[src/rtl/enemy_unit_if.sv]
// Enemy unit port bundle: frame strobe, spawn column and bullet inputs in,
// enemy position, status flags and score out.
//
// Timing contract: there is no valid/ready handshake and no backpressure.
// frameTick is a one-cycle strobe that counts as a frame only in the cycle
// it is high. spawnX and all bullet fields are level signals that the enemy
// samples on every rising clk edge. All outputs are either registered or
// decoded from the registered state, so they stay stable for a whole cycle.
interface enemy_unit_if;
   logic       frameTick;
   logic [7:0] spawnX;
   logic [7:0] bulletX;
   logic [6:0] bulletY;
   logic       bulletActive;
   logic [7:0] enemyX;
   logic [6:0] enemyY;
   logic       enemyVisible;
   logic       collidedWithEnemy;
   logic       escaped;
   logic [7:0] score;
   logic       inSpawnState;
   logic       inWaitState;
   logic       inMoveState;
   logic       inHitState;
   logic [2:0] state_dbg;

   // Driver side: game logic and the bullet controller
   modport master (
      output frameTick, spawnX, bulletX, bulletY, bulletActive,
      input  enemyX, enemyY, enemyVisible, collidedWithEnemy, escaped, score,
      input  inSpawnState, inWaitState, inMoveState, inHitState, state_dbg
   );

   // Enemy side
   modport slave (
      input  frameTick, spawnX, bulletX, bulletY, bulletActive,
      output enemyX, enemyY, enemyVisible, collidedWithEnemy, escaped, score,
      output inSpawnState, inWaitState, inMoveState, inHitState, state_dbg
   );
endinterface

[src/rtl/enemy_unit.sv]
// Single falling enemy: spawns at a clamped random column, descends one
// pixel every STEP_FRAMES frames, registers bullet hits (saturating score),
// reports escapes off the bottom edge and waits RESPAWN_FRAMES before
// spawning again. state_dbg exposes the raw state register.
module enemy_unit #(
   parameter int SCREEN_W       = 160,
   parameter int SCREEN_H       = 120,
   parameter int ENEMY_W        = 8,
   parameter int ENEMY_H        = 8,
   parameter int STEP_FRAMES    = 4,
   parameter int RESPAWN_FRAMES = 30
) (
   input  logic         clk,
   input  logic         reset,
   enemy_unit_if.slave  bus
);

   typedef enum logic [2:0] {
      S_RESET = 3'd0,
      S_SPAWN = 3'd1,
      S_WAIT  = 3'd2,
      S_MOVE  = 3'd3,
      S_HIT   = 3'd4,
      S_DELAY = 3'd5
   } state_t;

   localparam logic [7:0] X_MAX      = 8'(SCREEN_W - ENEMY_W);
   localparam logic [6:0] Y_MAX      = 7'(SCREEN_H - ENEMY_H);
   localparam logic [7:0] STEP_LAST  = 8'(STEP_FRAMES - 1);
   localparam logic [7:0] DELAY_LAST = 8'(RESPAWN_FRAMES - 1);

   state_t     state_q, state_d;
   logic [7:0] x_q, x_d;
   logic [6:0] y_q, y_d;
   logic [7:0] step_q, step_d;
   logic [7:0] delay_q, delay_d;
   logic       hit_tick_q, hit_tick_d;   // one frameTick already seen in S_HIT
   logic [7:0] score_q, score_d;
   logic       esc_q, esc_d;

   logic [8:0] x_lo, x_hi, y_lo, y_hi, bx9, by9;
   logic       hit;

   // Bullet-vs-sprite overlap; 9-bit bounds so x+7 / y+7 cannot wrap
   always_comb begin
      x_lo = {1'b0, x_q};
      x_hi = {1'b0, x_q} + 9'(ENEMY_W - 1);
      y_lo = {2'b00, y_q};
      y_hi = {2'b00, y_q} + 9'(ENEMY_H - 1);
      bx9  = {1'b0, bus.bulletX};
      by9  = {2'b00, bus.bulletY};
      hit  = bus.bulletActive && (bx9 >= x_lo) && (bx9 <= x_hi)
                              && (by9 >= y_lo) && (by9 <= y_hi);
   end

   // Next-state and datapath updates for every state
   always_comb begin
      state_d    = state_q;
      x_d        = x_q;
      y_d        = y_q;
      step_d     = step_q;
      delay_d    = delay_q;
      hit_tick_d = hit_tick_q;
      score_d    = score_q;
      esc_d      = 1'b0;
      case (state_q)
         S_RESET: state_d = S_SPAWN;
         S_SPAWN: begin
            x_d     = (bus.spawnX > X_MAX) ? X_MAX : bus.spawnX;
            y_d     = 7'd0;
            step_d  = 8'd0;
            state_d = S_WAIT;
         end
         S_WAIT: begin
            // A hit wins over a frame tick arriving in the same cycle
            if (hit) begin
               state_d    = S_HIT;
               hit_tick_d = 1'b0;
               score_d    = (score_q == 8'hFF) ? score_q : score_q + 8'd1;
            end else if (bus.frameTick) begin
               if (step_q == STEP_LAST) begin
                  step_d  = 8'd0;
                  state_d = S_MOVE;
               end else begin
                  step_d = step_q + 8'd1;
               end
            end
         end
         S_MOVE: begin
            // No collision test here; the following S_WAIT sees the new row
            if (y_q == Y_MAX) begin
               esc_d   = 1'b1;
               delay_d = 8'd0;
               state_d = S_DELAY;
            end else begin
               y_d     = y_q + 7'd1;
               state_d = S_WAIT;
            end
         end
         S_HIT: begin
            // Leave once the bullet has been retired, or after two frames
            if (!bus.bulletActive) begin
               delay_d = 8'd0;
               state_d = S_DELAY;
            end else if (bus.frameTick) begin
               if (hit_tick_q) begin
                  delay_d = 8'd0;
                  state_d = S_DELAY;
               end else begin
                  hit_tick_d = 1'b1;
               end
            end
         end
         S_DELAY: begin
            if (bus.frameTick) begin
               if (delay_q == DELAY_LAST) begin
                  state_d = S_SPAWN;
               end else begin
                  delay_d = delay_q + 8'd1;
               end
            end
         end
         default: state_d = S_RESET;
      endcase
   end

   // State and datapath registers with synchronous reset
   always_ff @(posedge clk) begin
      if (reset) begin
         state_q    <= S_RESET;
         x_q        <= 8'd0;
         y_q        <= 7'd0;
         step_q     <= 8'd0;
         delay_q    <= 8'd0;
         hit_tick_q <= 1'b0;
         score_q    <= 8'd0;
         esc_q      <= 1'b0;
      end else begin
         state_q    <= state_d;
         x_q        <= x_d;
         y_q        <= y_d;
         step_q     <= step_d;
         delay_q    <= delay_d;
         hit_tick_q <= hit_tick_d;
         score_q    <= score_d;
         esc_q      <= esc_d;
      end
   end

   // Outputs: registers and pure decodes of the current state
   assign bus.enemyX            = x_q;
   assign bus.enemyY            = y_q;
   assign bus.score             = score_q;
   assign bus.escaped           = esc_q;
   assign bus.inSpawnState      = (state_q == S_SPAWN);
   assign bus.inWaitState       = (state_q == S_WAIT);
   assign bus.inMoveState       = (state_q == S_MOVE);
   assign bus.inHitState        = (state_q == S_HIT);
   assign bus.enemyVisible      = (state_q == S_WAIT) || (state_q == S_MOVE);
   assign bus.collidedWithEnemy = (state_q == S_HIT);
   assign bus.state_dbg         = state_q;

endmodule

[src/flat_wrapper.sv]
// flat-port wrapper written by rule: the top's interface ports become plain ports
module enemy_unit_flat 
#(
   parameter int SCREEN_W       = 160,
   parameter int SCREEN_H       = 120,
   parameter int ENEMY_W        = 8,
   parameter int ENEMY_H        = 8,
   parameter int STEP_FRAMES    = 4,
   parameter int RESPAWN_FRAMES = 30
)
  (clk, reset, bus_frameTick, bus_spawnX, bus_bulletX, bus_bulletY, bus_bulletActive, bus_enemyX, bus_enemyY, bus_enemyVisible, bus_collidedWithEnemy, bus_escaped, bus_score, bus_inSpawnState, bus_inWaitState, bus_inMoveState, bus_inHitState, bus_state_dbg);
  enemy_unit_if bus_i ();
  input  logic clk;
  input  logic reset;
  input wire logic [$bits(bus_i.frameTick)-1:0] bus_frameTick;
  input wire logic [$bits(bus_i.spawnX)-1:0] bus_spawnX;
  input wire logic [$bits(bus_i.bulletX)-1:0] bus_bulletX;
  input wire logic [$bits(bus_i.bulletY)-1:0] bus_bulletY;
  input wire logic [$bits(bus_i.bulletActive)-1:0] bus_bulletActive;
  output wire logic [$bits(bus_i.enemyX)-1:0] bus_enemyX;
  output wire logic [$bits(bus_i.enemyY)-1:0] bus_enemyY;
  output wire logic [$bits(bus_i.enemyVisible)-1:0] bus_enemyVisible;
  output wire logic [$bits(bus_i.collidedWithEnemy)-1:0] bus_collidedWithEnemy;
  output wire logic [$bits(bus_i.escaped)-1:0] bus_escaped;
  output wire logic [$bits(bus_i.score)-1:0] bus_score;
  output wire logic [$bits(bus_i.inSpawnState)-1:0] bus_inSpawnState;
  output wire logic [$bits(bus_i.inWaitState)-1:0] bus_inWaitState;
  output wire logic [$bits(bus_i.inMoveState)-1:0] bus_inMoveState;
  output wire logic [$bits(bus_i.inHitState)-1:0] bus_inHitState;
  output wire logic [$bits(bus_i.state_dbg)-1:0] bus_state_dbg;
  assign bus_i.frameTick = bus_frameTick;
  assign bus_i.spawnX = bus_spawnX;
  assign bus_i.bulletX = bus_bulletX;
  assign bus_i.bulletY = bus_bulletY;
  assign bus_i.bulletActive = bus_bulletActive;
  assign bus_enemyX = bus_i.enemyX;
  assign bus_enemyY = bus_i.enemyY;
  assign bus_enemyVisible = bus_i.enemyVisible;
  assign bus_collidedWithEnemy = bus_i.collidedWithEnemy;
  assign bus_escaped = bus_i.escaped;
  assign bus_score = bus_i.score;
  assign bus_inSpawnState = bus_i.inSpawnState;
  assign bus_inWaitState = bus_i.inWaitState;
  assign bus_inMoveState = bus_i.inMoveState;
  assign bus_inHitState = bus_i.inHitState;
  assign bus_state_dbg = bus_i.state_dbg;
  enemy_unit #(.SCREEN_W(SCREEN_W), .SCREEN_H(SCREEN_H), .ENEMY_W(ENEMY_W), .ENEMY_H(ENEMY_H), .STEP_FRAMES(STEP_FRAMES), .RESPAWN_FRAMES(RESPAWN_FRAMES)) u_core (.clk(clk), .reset(reset), .bus(bus_i));
endmodule
[config.mk]
export PLATFORM = sky130hd
export DESIGN_NAME = enemy_unit_flat
export DESIGN_NICKNAME = d
export VERILOG_FILES = /design/src/rtl/enemy_unit_if.sv /design/src/rtl/enemy_unit.sv /design/src/flat_wrapper.sv
export SDC_FILE = /design/constraint.sdc
export NUM_CORES = 1
export LEC_CHECK = 0
export CAP_MARGIN = 20
export CORE_MARGIN = 2
export CORE_UTILIZATION = 53
export CTS_BUF_LIST = sky130_fd_sc_hd__clkbuf_8 sky130_fd_sc_hd__clkbuf_16
export DETAILED_ROUTE_END_ITERATION = 16
export PLACE_DENSITY = 0.92
export SYNTH_ARGS = -nofsm -noshare
export SYNTH_HDL_FRONTEND = slang
export SYNTH_SLANG_ARGS = --single-unit
export TNS_END_PERCENT = 20
[constraint.sdc]
create_clock -name clk -period 4.29 [get_ports clk]
set_clock_uncertainty 0.2 [all_clocks]
set_input_delay 0.858 -clock clk [delete_from_list [all_inputs] [get_ports clk]]
set_output_delay 0.858 -clock clk [all_outputs]
set_load 0.02 [all_outputs]
## Yosys cells after proc, flatten, opt, wreduce, memory -nomap -nowiden

Cells that the tools add are included.

| storage, ports and cells | value |
|---|---|
| flip-flop bits (word level) | 44 |
| memory bits (read-only) | 0 |
| memories kept | 0 |
| latch bits | 0 |
| RAM bits | 0 |
| output and inout port bits | 33 |
| word-level logic and storage cells | 90 |
| bits of input ports | 27 |

| operators by class | value |
|---|---|
| shift operators | 0 |
| div/mod/pow operators | 0 |
| bitwise gates (word level) | 2 |
| equal/unequal tests | 23 |
| magnitude comparators | 5 |
| multiply operators | 0 |
| reduce and logical (&&, ||, !) cells | 17 |
| add/sub/neg operators | 6 |
| muxes and demuxes | 29 |

Operators with widths:

| kind | number |
|---|---|
| 8-bit two-way mux | 10 |
| 3-bit two-way mux | 9 |
| 8-bit by 1-bit adder with 8-bit output (second input constant) | 3 |
| 8-bit one-hot mux with 3 select lines | 1 |
| 3-bit one-hot mux with 6 select lines | 1 |
| 8-bit one-hot mux with 2 select lines | 1 |
| 2-bit != test (second input constant) | 7 |
| 7-bit one-hot mux with 2 select lines | 1 |
| 6-bit AND reduction | 2 |
| 8-bit by 3-bit adder with 9-bit output (second input constant) | 1 |
| 7-bit by 9-bit <= comparator with 1-bit output | 1 |
| 8-bit by 9-bit <= comparator with 1-bit output | 1 |
| 7-bit by 3-bit adder with 8-bit output (second input constant) | 1 |
| 8-bit by 2-bit equality test with 1-bit output (second input constant) | 1 |
| 8-bit by 5-bit equality test with 1-bit output (second input constant) | 1 |
| 8-bit equality test (second input constant) | 1 |
| 8-bit >= comparator | 1 |
| 8-bit > comparator (second input constant) | 1 |
| 7-bit by 1-bit adder with 7-bit output (second input constant) | 1 |
| 7-bit equality test (second input constant) | 1 |
| 7-bit >= comparator | 1 |
| 7-bit two-way mux | 1 |
| 3-bit by 2-bit equality test with 1-bit output (second input constant) | 2 |
| 3-bit equality test (second input constant) | 2 |
| 17 further kinds | 30 |

## Logic depth before layout (Yosys ltp)

| logic depth | value |
|---|---|
| depth in word-level cells | 7 |
| depth in mapped cells | 14 |
| mapped depth without buffers | 13 |

## Least setup slack after synthesis

No wires, ideal clock.

| path | value |
|---|---|
| kind | register to register |
| from | reg u_core.y_q[0] (netlist: u_core.bus.enemyY[0]) |
| to | reg u_core.score_q[5] (netlist: u_core.bus.score[5]) |
| data arrival time | 3.014 ns |
| period minus slack after synthesis | 3.285 ns |
| path slack | 1.005 ns |
| path buffers | 0 |
| data required time | 4.019 ns |
| library setup time | 0.071 ns |
| stages on the path, launching flop included | 14 |
| cell sequence | dfxtp_1 inv_1 ha_1 nand2b_1 nand2_1 xnor2_1 ha_1 a211oi_1 nor2_1 o31ai_1 o211a_4 and4_4 or4b_1 a21oi_1 |

| between the ends | value |
|---|---|
| cells in the longest elaborated chain, start to end | 4 |
| elaborated cells between the ends (all ways) | 6 |
| those cells by class | 1 x add/sub; 2 x order compare; 3 x reduce/logical |

Ends and longest elaborated chain:

| item | line | source |
|---|---|---|
| start, declared | enemy_unit.sv:34 | `logic [6:0] y_q, y_d;` |
| start signal, assigned | enemy_unit.sv:141 | `y_q <= y_d;` |
| 7-bit by 3-bit adder with 8-bit output / 7-bit >= comparator (equally long branches) | enemy_unit.sv:49, enemy_unit.sv:53 |  |
| 7-bit by 9-bit <= comparator with 1-bit output / 1-bit logical AND (equally long branches) | enemy_unit.sv:53 | `&& (by9 >= y_lo) && (by9 <= y_hi);` |
| 1-bit logical AND (*) | enemy_unit.sv:53 |  |
| 3-bit AND reduction (no line) (*) | n/a |  |
| end signal, assigned | enemy_unit.sv:145 | `score_q <= score_d;` |
| end, declared | enemy_unit.sv:38 | `logic [7:0] score_q, score_d;` |

Every way passes the cells marked *; elsewhere a longest branch is shown, timed or not.
A chain may end at the register's enable or synchronous reset.

## Worst setup path after layout

| path | value |
|---|---|
| from | reg u_core.y_q[0] (netlist: u_core.bus.enemyY[0]) |
| to | reg u_core.score_q[4] (netlist: u_core.bus.score[4]) |

Same word-level chain as after synthesis.

==> out/summary.md <==
The adder-cell share of the synthesized area was 0.1500; the residual overflow from global routing was 0. For the routability-driven placement congestion ratio, the log shows 0.9133. The post-synthesis simple-gate area fraction was 0.2756; the xor-xnor portion of the synthesized cell area was 0.05675. The all-layer global routing usage was 0.2553. The count of flip-flops with a built-in enable after synthesis was 0. STA classifies the critical path endpoint as a flip-flop. The die is 80.32 um tall. The per-instance average area after synthesis was 8.209 um2. The first global-routing pass estimated 13320 um of wire. For the pin with the worst max-slew slack, the measured transition is 0.5280 ns.

Clock tree synthesis found a total of 44 sinks. The layout cell share with drive strength beyond 1 is 0.05517. In this design, the critical path's most frequently occurring cell is sky130_fd_sc_hd__ha_1. Clock-pin slew was measured on the worst setup and hold paths at 0.08 ns.

The vias after detailed routing was 3116. The flow ran to the end, and the final reports show no timing, DRC or antenna violations. The number of gates resized after CTS was 0. Final hold analysis gives a worst-case slack of 0.3225 ns.

Max-cap violations in this run came to 0. The via count of the first global-routing pass is 2949, and the initial antenna violation count is 0. The part of the power in combinational logic came out at 0.254. For the sequential cell area fraction in the yosys report, the log shows 0.2854. The critical path starts at u_core.bus.enemyY[0].

The setup path with the least slack is of type flip-flop to flip-flop. After synthesis the cells add up to 3087 um2. At the later pin of the worst-skew pair, clock insertion delay measures 0.29 ns. The clock period could shrink to 3.777 ns. The number of antenna diodes in the final layout is 0. Setup violations remaining at the end of the flow were counted as 0.

Number of buffer cells added on primary ports: 59. The master of the slowest instance on the critical path was sky130_fd_sc_hd__or4_1. The share of synthesized area spent on multiplexers came out at 0.006891.

Yosys printed 0 warnings. The worst hold path begins at u_core.delay_q[2]. The run gives 2 as the number of buffers on the longest clock path. Adding up every negative setup slack in the final design gives 0 ns.

For the count of endpoints failing hold in the final timing report, the log shows 0. The top-area cell type share of the netlist area came out at 0.2854. The buffer cell driving the clock tree root was sky130_fd_sc_hd__clkbuf_8. In this run the worst hold path is classified as flip-flop to flip-flop. The run gives 0 as the number of slew-limit violations in the final report. The most used flip-flop cell after synthesis is sky130_fd_sc_hd__dfxtp_1. The sum of net half-perimeters after detailed placement came out at 6244 um. For this design, the CTS-stage hold fixing added 0 buffers.

The number of nets in the synthesized netlist is 440. The number of detailed-route iterations in the first pass is 5. The synthesized design spends more area on one cell type than any other, namely sky130_fd_sc_hd__dfxtp_1. Count of unresolved DRC violations after routing: 0.

After synthesis, the largest family of logic cells by area is simple AND/OR/NAND/NOR gates. The number of core rows was 27. Data on the critical path arrives at its endpoint at 3.81 ns. Summed over all layers, the routed wires come to 8098 um. The highest clock frequency the design can meet was 0.2647 GHz. Counting flops and latches in the post-synthesis netlist gives 44.

In this design, the stage delay of the slowest critical-path cell is 0.61 ns. Share of flip-flops with an asynchronous set or reset after synthesis: 0. The startpoint of the lowest-slack register-to-register path was u_core.bus.enemyY[0]. The netlist uses 63 different library cells.

By area the synthesized netlist is led by sky130_fd_sc_hd__dfxtp_1, sky130_fd_sc_hd__ha_1, sky130_fd_sc_hd__xnor2_1. The critical path goes through inv_1 > ha_1 > nand2b_1 > nand2_1 > xnor2_1 > ha_1 > a211oi_1 > nor2_1 > o31ai_1 > o211a_4 > nand3_1 > or4_1 > a21oi_1. After the first detailed-routing iteration, the DRC count stood at 234. VDD sags by at most 0.1627 mV. The count of H-tree levels built during CTS was 2; the number of buffers created by CTS was 5.

Counting every instance in the synthesized netlist gives 376. After detailed routing, the number of vias per cell comes to 6.146. The number of I/O pins was 60; the floorplan die area was 6451 um2.

Cell internal power was estimated by the tool at 0.6305 mW. The startpoint type of the worst setup path is a flip-flop. The max-slew headroom at the worst pin came out at 0.6467. In this run the power spent charging and discharging nets is 0.2888 mW. Setup repair after global routing left no endpoint under its margin.

The register-to-register setup slack was 0.51 ns. The leakage power of the design was 1.410 nW. The fraction of power consumed by sequential logic came out at 0.473. The synthesis-to-layout area growth is 23.55%. In this run the power density over the cells is 241.1 nW/um2. In this run the remaining antenna-violating nets after routing total 0. In this run the post-CTS setup repair buffer count came out at 0. The final cycle utilization of the critical path is 0.8805, and the die outline width is 80.32 um. The number of nets in the final layout was 499.

TritonCTS built the clock tree. At the worst endpoint, the required time is 4.32 ns. After detailed routing, the average wire length per cell comes to 15.97 um.

The effective utilization at floorplan was 0.5538; the largest net degree at the start of global routing was 26. Switching power as a share of total power: 0.3142. In this run the worst path has a maximum fanout of 12. The core box area was 5574 um2; the compound-cell area share of the yosys netlist was 0.1800. The run gives 0.274 as the part of the total power dissipated in the clock network.
through the flow:
step / total power, mW / std cells / area, um2 / setup slack, ns / util
final: 0.9194 / 507 / 3814 / 0.5127 / 0.6842
after floorplan: 0.5781 / 376 / 3087 / 1.005 / -
after detailed placement: 0.6737 / 500 / 3732 / 0.4369 / 0.6696
after global placement: 0.6638 / 500 / 3732 / 0.5170 / 0.6696
after global routing: 0.9632 / 507 / 3814 / 0.2187 / 0.6842
after CTS: 0.9197 / 507 / 3814 / 0.5259 / 0.6842
final timing paths:
path / end / depth (start not counted)
worst max-delay path: u_core.bus.score[4] / 13
worst min-delay path: u_core.delay_q[2] / 2
worst max register to register: u_core.bus.score[4] / 13
worst min register to register: u_core.delay_q[2] / 2
kinds of logic after synthesis:
family,Yosys count
xor+xnor,20
flops,44
buf+inv,34
simple gates,158
fa+ha+maj,37
compound gates,81
mux,2
placed cells by master, fill, tap and decap left out, types with 5 or more instances in the layout:
cell	instances
sky130_fd_sc_hd__ha_1	37
sky130_fd_sc_hd__nor2_1	30
sky130_fd_sc_hd__nand4_1	13
sky130_fd_sc_hd__dfxtp_1	44
sky130_fd_sc_hd__and3_1	11
sky130_fd_sc_hd__a21oi_1	27
sky130_fd_sc_hd__o41ai_1	5
sky130_fd_sc_hd__o21ai_0	15
sky130_fd_sc_hd__nor3_1	14
sky130_fd_sc_hd__nand2_1	36
sky130_fd_sc_hd__a31o_2	6
sky130_fd_sc_hd__inv_1	22
sky130_fd_sc_hd__xnor2_1	17
sky130_fd_sc_hd__nand3_1	18
sky130_fd_sc_hd__clkdlybuf4s50_1	59
sky130_fd_sc_hd__clkbuf_8	5
sequential cells by signal (all words and copies together) (netlist names):
signal                flops
u_core.bus.enemyX         8
u_core.bus.escaped        1
u_core.step_q             8
u_core.bus.enemyY         7
u_core.hit_tick_q         1
u_core.bus.score          8
u_core.bus.state_dbg      3
u_core.delay_q            8
Yosys cell counts (all sizes together), types with 2 or more instances:
master	n
inv	23
o21ai	16
nor3b	2
or4b	3
nand2b	4
dfxtp	44
or3	2
xnor2	17
nand3b	3
a31oi	2
o311ai	2
o41ai	5
nand4	13
nor2b	2
nand3	19
o22ai	2
buf	3
and4	2
and3b	2
xor2	3
nor4	2
nor3	14
o31ai	3
clkbuf	5
clkinv	3
a21oi	28
and4b	2
and3	12
nand2	37
ha	37
a2111oi	2
or4	3
a31o	6
a211oi	2
nor2	30
a311o	3
nand4b	2
layout make-up:
class,count,area (um2)
multi-input cells,298,2066
fillers,433,1760
flip-flops and latches,44,880.8
repair buffers,60,598.1
inverters,26,97.59
well taps,72,90.09
clock buffers,5,68.82
clock inverters,2,12.51
layer usage:
layer / wire length, um / global-route usage
met1: 3509 / 0.3283
met2: 4003 / 0.4492
met3: 485 / 0.03258
met4: 100 / 0.06610
met5: 0 / 0
power groups by stage:
stage | sequential, mW | combinational, mW | clock (mW)
after floorplan | 0.450 | 0.128 | 0
after global placement | 0.443 | 0.220 | 0
after detailed placement | 0.444 | 0.230 | 0
after CTS | 0.434 | 0.232 | 0.254
after global routing | 0.436 | 0.254 | 0.273
final | 0.434 | 0.233 | 0.252
worst max-delay path, delay by kind of cell, from the launching register on:
| family | cells | cell delay, ns |
|---|---|---|
| adder cells (fa/ha/maj) | 2 | 0.55 |
| flip-flops | 1 | 0.50 |
| AO/OA/AOI/OAI | 4 | 0.89 |
| AND/OR/NAND/NOR | 5 | 1.31 |
| buffers and inverters | 1 | 0.13 |
| XOR/XNOR | 1 | 0.14 |
Note: power is estimated with default switching activity, not from simulation.
